`src/rtl/pl_pkg.sv`:
```
// Shared types for the pipeline-stage handshake register.
// Contents:
//   pl_state_t      - occupancy state of a skid-buffered stage
//   PL_MW_W         - width of the MEM/WB bundle (default stage payload)
//   *_t bundles     - packed payloads per pipeline boundary, sized with $bits()
//   occ_of_state()  - number of held entries for a given state
package pl_pkg;

    localparam int unsigned PL_MW_W = 200;

    typedef enum logic [1:0] {
        EMPTY = 2'd0,
        ONE   = 2'd1,
        TWO   = 2'd2
    } pl_state_t;

    typedef struct packed {
        logic [63:0] pc;
        logic [31:0] instr;
    } if_id_t;

    typedef struct packed {
        logic [63:0] pc;
        logic [63:0] rs1_val;
        logic [63:0] rs2_val;
        logic [4:0]  rd;
        logic [3:0]  alu_op;
        logic        mem_rd;
        logic        mem_wr;
        logic        wb_en;
    } id_ex_t;

    typedef struct packed {
        logic [63:0] pc;
        logic [63:0] alu_res;
        logic [63:0] store_val;
        logic [4:0]  rd;
        logic        mem_rd;
        logic        mem_wr;
        logic        wb_en;
    } ex_mem_t;

    // 3 x 64 + 5 + 3 = 200 bits, matching PL_MW_W
    typedef struct packed {
        logic [63:0] pc;
        logic [63:0] alu_res;
        logic [63:0] load_data;
        logic [4:0]  rd;
        logic        mem_to_reg;
        logic        wb_en;
        logic        trap;
    } mem_wb_t;

    function automatic logic [1:0] occ_of_state(input pl_state_t s);
        logic [1:0] occ;
        occ = 2'd0;
        case (s)
            ONE:     occ = 2'd1;
            TWO:     occ = 2'd2;
            default: occ = 2'd0;
        endcase
        return occ;
    endfunction

endpackage

```
`src/rtl/sat_counter.sv`:
```
// Saturating up-counter for performance visibility.
// Ports:
//   clk, reset - clock and asynchronous active-high reset (clears count)
//   inc        - count this cycle
//   count      - current value, holds at all-ones
module sat_counter
    import pl_pkg::*;
#(
    parameter int unsigned W = 16
) (
    input  logic         clk,
    input  logic         reset,
    input  logic         inc,
    output logic [W-1:0] count
);

    logic [W-1:0] count_q;
    logic [W-1:0] count_d;

    // Increment unless already at the maximum value
    always_comb begin
        count_d = count_q;
        if (inc && (count_q != {W{1'b1}})) begin
            count_d = count_q + W'(1);
        end
    end

    always_ff @(posedge clk or posedge reset) begin
        if (reset) begin
            count_q <= '0;
        end else begin
            count_q <= count_d;
        end
    end

    assign count = count_q;

endmodule

```
`src/rtl/pl_stage_hs.sv`:
```
// Generic pipeline-stage register with valid/ready handshake, flush and a
// saturating stall counter.
// Ports:
//   clk, reset            - clock, asynchronous active-high reset
//   in_valid/in_ready     - upstream handshake, in_data payload
//   flush                 - synchronous kill of all held entries
//   out_valid/out_ready   - downstream handshake, out_data payload (registered)
//   occupancy             - held entries (0..2)
//   stall_cnt             - cycles with out_valid && !out_ready, saturating
// SKID=1: two-entry skid buffer, in_ready registered.
// SKID=0: single register, in_ready = !out_valid || out_ready.
module pl_stage_hs
    import pl_pkg::*;
#(
    parameter int unsigned DATA_W = PL_MW_W,
    parameter int unsigned SKID   = 1,
    parameter int unsigned CNT_W  = 16
) (
    input  logic              clk,
    input  logic              reset,
    input  logic              in_valid,
    output logic              in_ready,
    input  logic [DATA_W-1:0] in_data,
    input  logic              flush,
    output logic              out_valid,
    input  logic              out_ready,
    output logic [DATA_W-1:0] out_data,
    output logic [1:0]        occupancy,
    output logic [CNT_W-1:0]  stall_cnt
);

    logic stall_inc;

    // Stall is counted regardless of flush
    assign stall_inc = out_valid && !out_ready;

    sat_counter #(
        .W (CNT_W)
    ) u_stall_cnt (
        .clk   (clk),
        .reset (reset),
        .inc   (stall_inc),
        .count (stall_cnt)
    );

    if (SKID != 0) begin : g_skid

        pl_state_t         state_q, state_d;
        logic [DATA_W-1:0] main_q, main_d;
        logic [DATA_W-1:0] skid_q, skid_d;
        logic              vld_q, vld_d;
        logic              rdy_q, rdy_d;
        logic [1:0]        occ_q, occ_d;
        logic              in_xfer;
        logic              out_xfer;

        assign in_xfer  = in_valid && rdy_q;
        assign out_xfer = vld_q && out_ready;

        // Next state and payload moves; flush overrides all transfers
        always_comb begin
            state_d = state_q;
            main_d  = main_q;
            skid_d  = skid_q;
            case (state_q)
                EMPTY: begin
                    if (in_xfer) begin
                        main_d  = in_data;
                        state_d = ONE;
                    end
                end
                ONE: begin
                    if (in_xfer && out_xfer) begin
                        main_d = in_data;
                    end else if (out_xfer) begin
                        state_d = EMPTY;
                    end else if (in_xfer) begin
                        skid_d  = in_data;
                        state_d = TWO;
                    end
                end
                TWO: begin
                    if (out_xfer) begin
                        main_d  = skid_q;
                        state_d = ONE;
                    end
                end
                default: state_d = EMPTY;
            endcase
            if (flush) begin
                state_d = EMPTY;
                main_d  = main_q;
                skid_d  = skid_q;
            end
            // Handshake outputs decode the next state so they leave a flop
            vld_d = (state_d != EMPTY);
            rdy_d = (state_d != TWO);
            occ_d = occ_of_state(state_d);
        end

        always_ff @(posedge clk or posedge reset) begin
            if (reset) begin
                state_q <= EMPTY;
                main_q  <= '0;
                skid_q  <= '0;
                vld_q   <= 1'b0;
                rdy_q   <= 1'b1;
                occ_q   <= 2'd0;
            end else begin
                state_q <= state_d;
                main_q  <= main_d;
                skid_q  <= skid_d;
                vld_q   <= vld_d;
                rdy_q   <= rdy_d;
                occ_q   <= occ_d;
            end
        end

        assign in_ready  = rdy_q;
        assign out_valid = vld_q;
        assign out_data  = main_q;
        assign occupancy = occ_q;

    end else begin : g_single

        logic [DATA_W-1:0] data_q, data_d;
        logic              valid_q, valid_d;
        logic              in_ready_c;
        logic              in_xfer;

        assign in_ready_c = !valid_q || out_ready;
        assign in_xfer    = in_valid && in_ready_c;

        // Load on accept, drain on output-only; flush clears valid
        always_comb begin
            valid_d = valid_q;
            data_d  = data_q;
            if (in_xfer) begin
                valid_d = 1'b1;
                data_d  = in_data;
            end else if (out_ready) begin
                valid_d = 1'b0;
            end
            if (flush) begin
                valid_d = 1'b0;
                data_d  = data_q;
            end
        end

        always_ff @(posedge clk or posedge reset) begin
            if (reset) begin
                data_q  <= '0;
                valid_q <= 1'b0;
            end else begin
                data_q  <= data_d;
                valid_q <= valid_d;
            end
        end

        assign in_ready  = in_ready_c;
        assign out_valid = valid_q;
        assign out_data  = data_q;
        assign occupancy = {1'b0, valid_q};

    end

endmodule

```
`config.mk`:
```
export PLATFORM = sky130hd
export DESIGN_NAME = pl_stage_hs
export DESIGN_NICKNAME = d
export VERILOG_FILES = /design/src/rtl/pl_pkg.sv /design/src/rtl/sat_counter.sv /design/src/rtl/pl_stage_hs.sv
export SDC_FILE = /design/constraint.sdc
export NUM_CORES = 1
export LEC_CHECK = 0
export CORE_ASPECT_RATIO = 1.2
export CORE_UTILIZATION = 50
export CTS_CLUSTER_SIZE = 24
export DETAILED_ROUTE_END_ITERATION = 10
export DONT_BUFFER_PORTS = 1
export GPL_TIMING_DRIVEN = 0
export SLEW_MARGIN = 15
export SYNTH_ARGS = -nofsm -noshare
export SYNTH_HDL_FRONTEND = slang
export SYNTH_SLANG_ARGS = --single-unit
```
`constraint.sdc`:
```
create_clock -name clk -period 21 [get_ports clk]
set_input_delay 4.2 -clock clk [delete_from_list [all_inputs] [get_ports clk]]
set_output_delay 4.2 -clock clk [all_outputs]
set_load 0.02 [all_outputs]
```
==> run metrics <==
R2R depth 5; initial drt markers ~480; routed via count 11.5k; syn avg cell area around 13 um^2; Max Fclk between 150 and 200 MHz; hpwl dp 32300 um; period utilization 0.264; Post-Synth Simple-Gate Area 0.0176; status finished clean; antenna violations before repair 0; clock skew approximately 0.019 ns; Clk pin slew, worst setup/hold paths around 0.060 ns; Yosys reg bits about 420; Max Slew Vio Count 0; peak supply drop between 0.07 and 0.08 mV; Period minus WS final ~5.6 ns; Setup Crit Path Kind primary input to flop; share of cells above drive strength 1 0.240; crit end category flop; slew at the pin with the worst max-slew slack approximately 0.85 ns; reg2reg start in_ready$_DFF_PP1_; setup bufs post-CTS 0; root buf cell clkbuf_16; pwr dens about 130 nW/um^2; largest net degree at the start of global routing 99; leak pwr 9.79 nW; first-pass GRT wire length around 70000 um; Synth area leaders dfrtp_1, mux2_2, mux2i_1; final hold violation count 0; worst hold path type flop to flop; TritonCTS Buffers 45; XOR/XNOR Fraction of Synth Area 0.00436; worst-path fanout max 10; vias per inst roughly 5.9; clk sinks 422; Antenna Cells 0; crit path from flush; Boundary Pins approximately 430; total of max-cap violations 0; Final Power 2.59 mW; # hold bufs at CTS 0; routability cong. about 0.83; Setup crit end out_data[62]$_DFFE_PP0P_; worst skew pair latency approximately 0.56 ns; distinct cell type count after synthesis 42; Cells after Synth ~1.4k; largest family of logic cells by synthesized area multiplexers; Synth Warn # 0; total iterations of the first detailed-routing run 4; DR WL/cell approximately 23 um; Initial Util 0.512; Worst slew margin 0.434; final core occ 0.574; Layout area overhead 12.0%; Site Rows 75; final setup fails 0; Req. time, crit path about 21 ns; DRC Markers 0; sequential fraction of the synthesis area 0.584; Die Y ~210 um; vias in the first global route about 12k; post-synthesis mux area share 0.238; Fin Setup TNS 0 ns; H-Tree Depth 2; Die Footprint about 37000 um^2; GR Overflow Total 0; final net count 1675; number of buffers added on ports 0; dominant cell type by area after synthesis dfrtp_1; Synth Cell Area between 15000 and 20000 um^2; RSZ-0062 raised after global routing false; Mapped Nets 1624; Worst EP arrival around 6.0 ns; Synth top area share 0.583; post-CTS sizing 0; Synth Area in Compound Gates 0.116; gr usage total 0.246; final WL ~45000 um; clock buffer depth 3; startpoint types primary input; DIE WIDTH around 180 um; adder-cell share of the synthesized area 0.000692; CORE AREA between 30000 and 40000 um^2; TritonCTS clock tree yes; Antenna Nets Post-Route 0; R2R Path End g_skid.skid_q[150]$_DFFE_PP0P_; Worst R2R Setup Slack roughly 19 ns
==> kinds of logic after synthesis <==
| family | Yosys count |
|---|---|
| AO/OA/AOI/OAI | 413 |
| XOR/XNOR | 9 |
| adder cells (fa/ha/maj) | 1 |
| buffers and inverters | 117 |
| flip-flops | 422 |
| multiplexers | 405 |
| AND/OR/NAND/NOR | 51 |
==> through the flow <==
step	setup WS (ns)	hold slack (ns)	std cells	cell area (um^2)
after global placement	0.174	0.487	1880	18700
after CTS	15.40	0.507	1964	20200
after floorplan	5.05	0.480	1418	18100
after global routing	15.25	0.510	1964	20200
final	15.45	0.503	1964	20200
after detailed placement	14.83	0.494	1884	18800
==> critical path, cell delays in order <==
cell      delay [ns]
clkbuf_1        0.42
clkbuf_1        0.70
clkbuf_1        0.41
o21ai_0         0.18
o21ai_0         0.09
==> layout make-up <==
cell class                 count  area, um^2
inverter                       3        18.8
clock buffer                  65        1330
multi-input combinational    879        6820
sequential                   422       10600
tap                          462         578
buffer                       114         688
clock inverter                15         136
timing repair buffer           4         110
fill                        2992       15000
==> cell usage in the layout, fill, tap and decap left out, types with 3 or more instances in the layout <==
cell / synthesis / routed
dfrtp_1: 421 / 421
o21ai_0: 356 / 356
mux2_2: 204 / 204
mux2i_1: 200 / 200
clkbuf_1: 43 / 50
o21ai_1: 47 / 47
clkbuf_16: 0 / 45
buf_4: 31 / 31
buf_2: 25 / 25
buf_6: 15 / 15
nand2_1: 14 / 14
clkbuf_8: 0 / 13
clkinv_2: 0 / 10
nand3_1: 8 / 8
xor2_1: 7 / 7
and4_1: 4 / 4
buf_16: 0 / 4
a21oi_1: 3 / 3
and3_1: 3 / 3
inv_6: 0 / 3
==> cells in the mapped netlist <==
| library cell | instances |
|---|---|
| dfstp_2 | 1 |
| or2b_1 | 1 |
| a21oi_1 | 3 |
| nor4_1 | 2 |
| buf_2 | 25 |
| nor2b_1 | 1 |
| mux2i_1 | 200 |
| nor2_1 | 2 |
| and4b_1 | 1 |
| nand3_2 | 1 |
| mux2_2 | 204 |
| nand2b_1 | 2 |
| buf_6 | 15 |
| buf_4 | 31 |
| and3_1 | 3 |
| a211oi_1 | 2 |
| dfrtp_1 | 421 |
| ha_1 | 1 |
| mux2_1 | 1 |
| nor4_2 | 1 |
| xor2_1 | 7 |
| or4_1 | 1 |
| nand4_1 | 1 |
| nand2_1 | 14 |
| and4bb_4 | 1 |
| o21ai_0 | 356 |
| and3b_1 | 1 |
| xnor2_1 | 2 |
| o21ai_1 | 47 |
| nand3_1 | 8 |
| nor3b_1 | 1 |
| clkbuf_1 | 43 |
| nor4b_2 | 1 |
| a211oi_4 | 1 |
| nor3_1 | 2 |
| or2_4 | 1 |
| a31oi_1 | 1 |
| o31a_1 | 2 |
| a21o_1 | 1 |
| and2_1 | 2 |
| and4_1 | 4 |
| inv_1 | 3 |
==> power by group <==
part,switching [mW],internal [mW]
Clock,0.321,0.464
Combinational,0.171,0.214
Sequential,0.327,1.09
==> sequential cells by signal (all words and copies together), names as in the netlist <==
name               flops
g_skid.skid_q        200
g_skid.state_q         2
in_ready               1
occupancy              2
out_data             200
out_valid              1
u_stall_cnt.count     16
==> routing by layer <==
layer,part of all wire,vias up,GRT usage
li1,-,5202,-
met4,0.034,0,0.0909
met1,0.37,5852,0.285
met3,0.10,72,0.101
met5,0,-,0
met2,0.49,365,0.408
==> worst min path at each step <==
| stage | from | endpoint | slack [ns] | depth (start not counted) |
|---|---|---|---|---|
| after detailed placement | g_skid.skid_q[121]$_DFFE_PP0P_ | g_skid.skid_q[121]$_DFFE_PP0P_ | 0.49 | 1 |
| after global placement | g_skid.skid_q[171]$_DFFE_PP0P_ | g_skid.skid_q[171]$_DFFE_PP0P_ | 0.49 | 1 |
| after CTS | g_skid.skid_q[17]$_DFFE_PP0P_ | g_skid.skid_q[17]$_DFFE_PP0P_ | 0.51 | 1 |
| after global routing | g_skid.skid_q[108]$_DFFE_PP0P_ | g_skid.skid_q[108]$_DFFE_PP0P_ | 0.51 | 1 |
| after floorplan | g_skid.skid_q[0]$_DFFE_PP0P_ | g_skid.skid_q[0]$_DFFE_PP0P_ | 0.48 | 1 |
| final | g_skid.skid_q[141]$_DFFE_PP0P_ | g_skid.skid_q[141]$_DFFE_PP0P_ | 0.50 | 1 |
(Power assumes the default switching activity.)
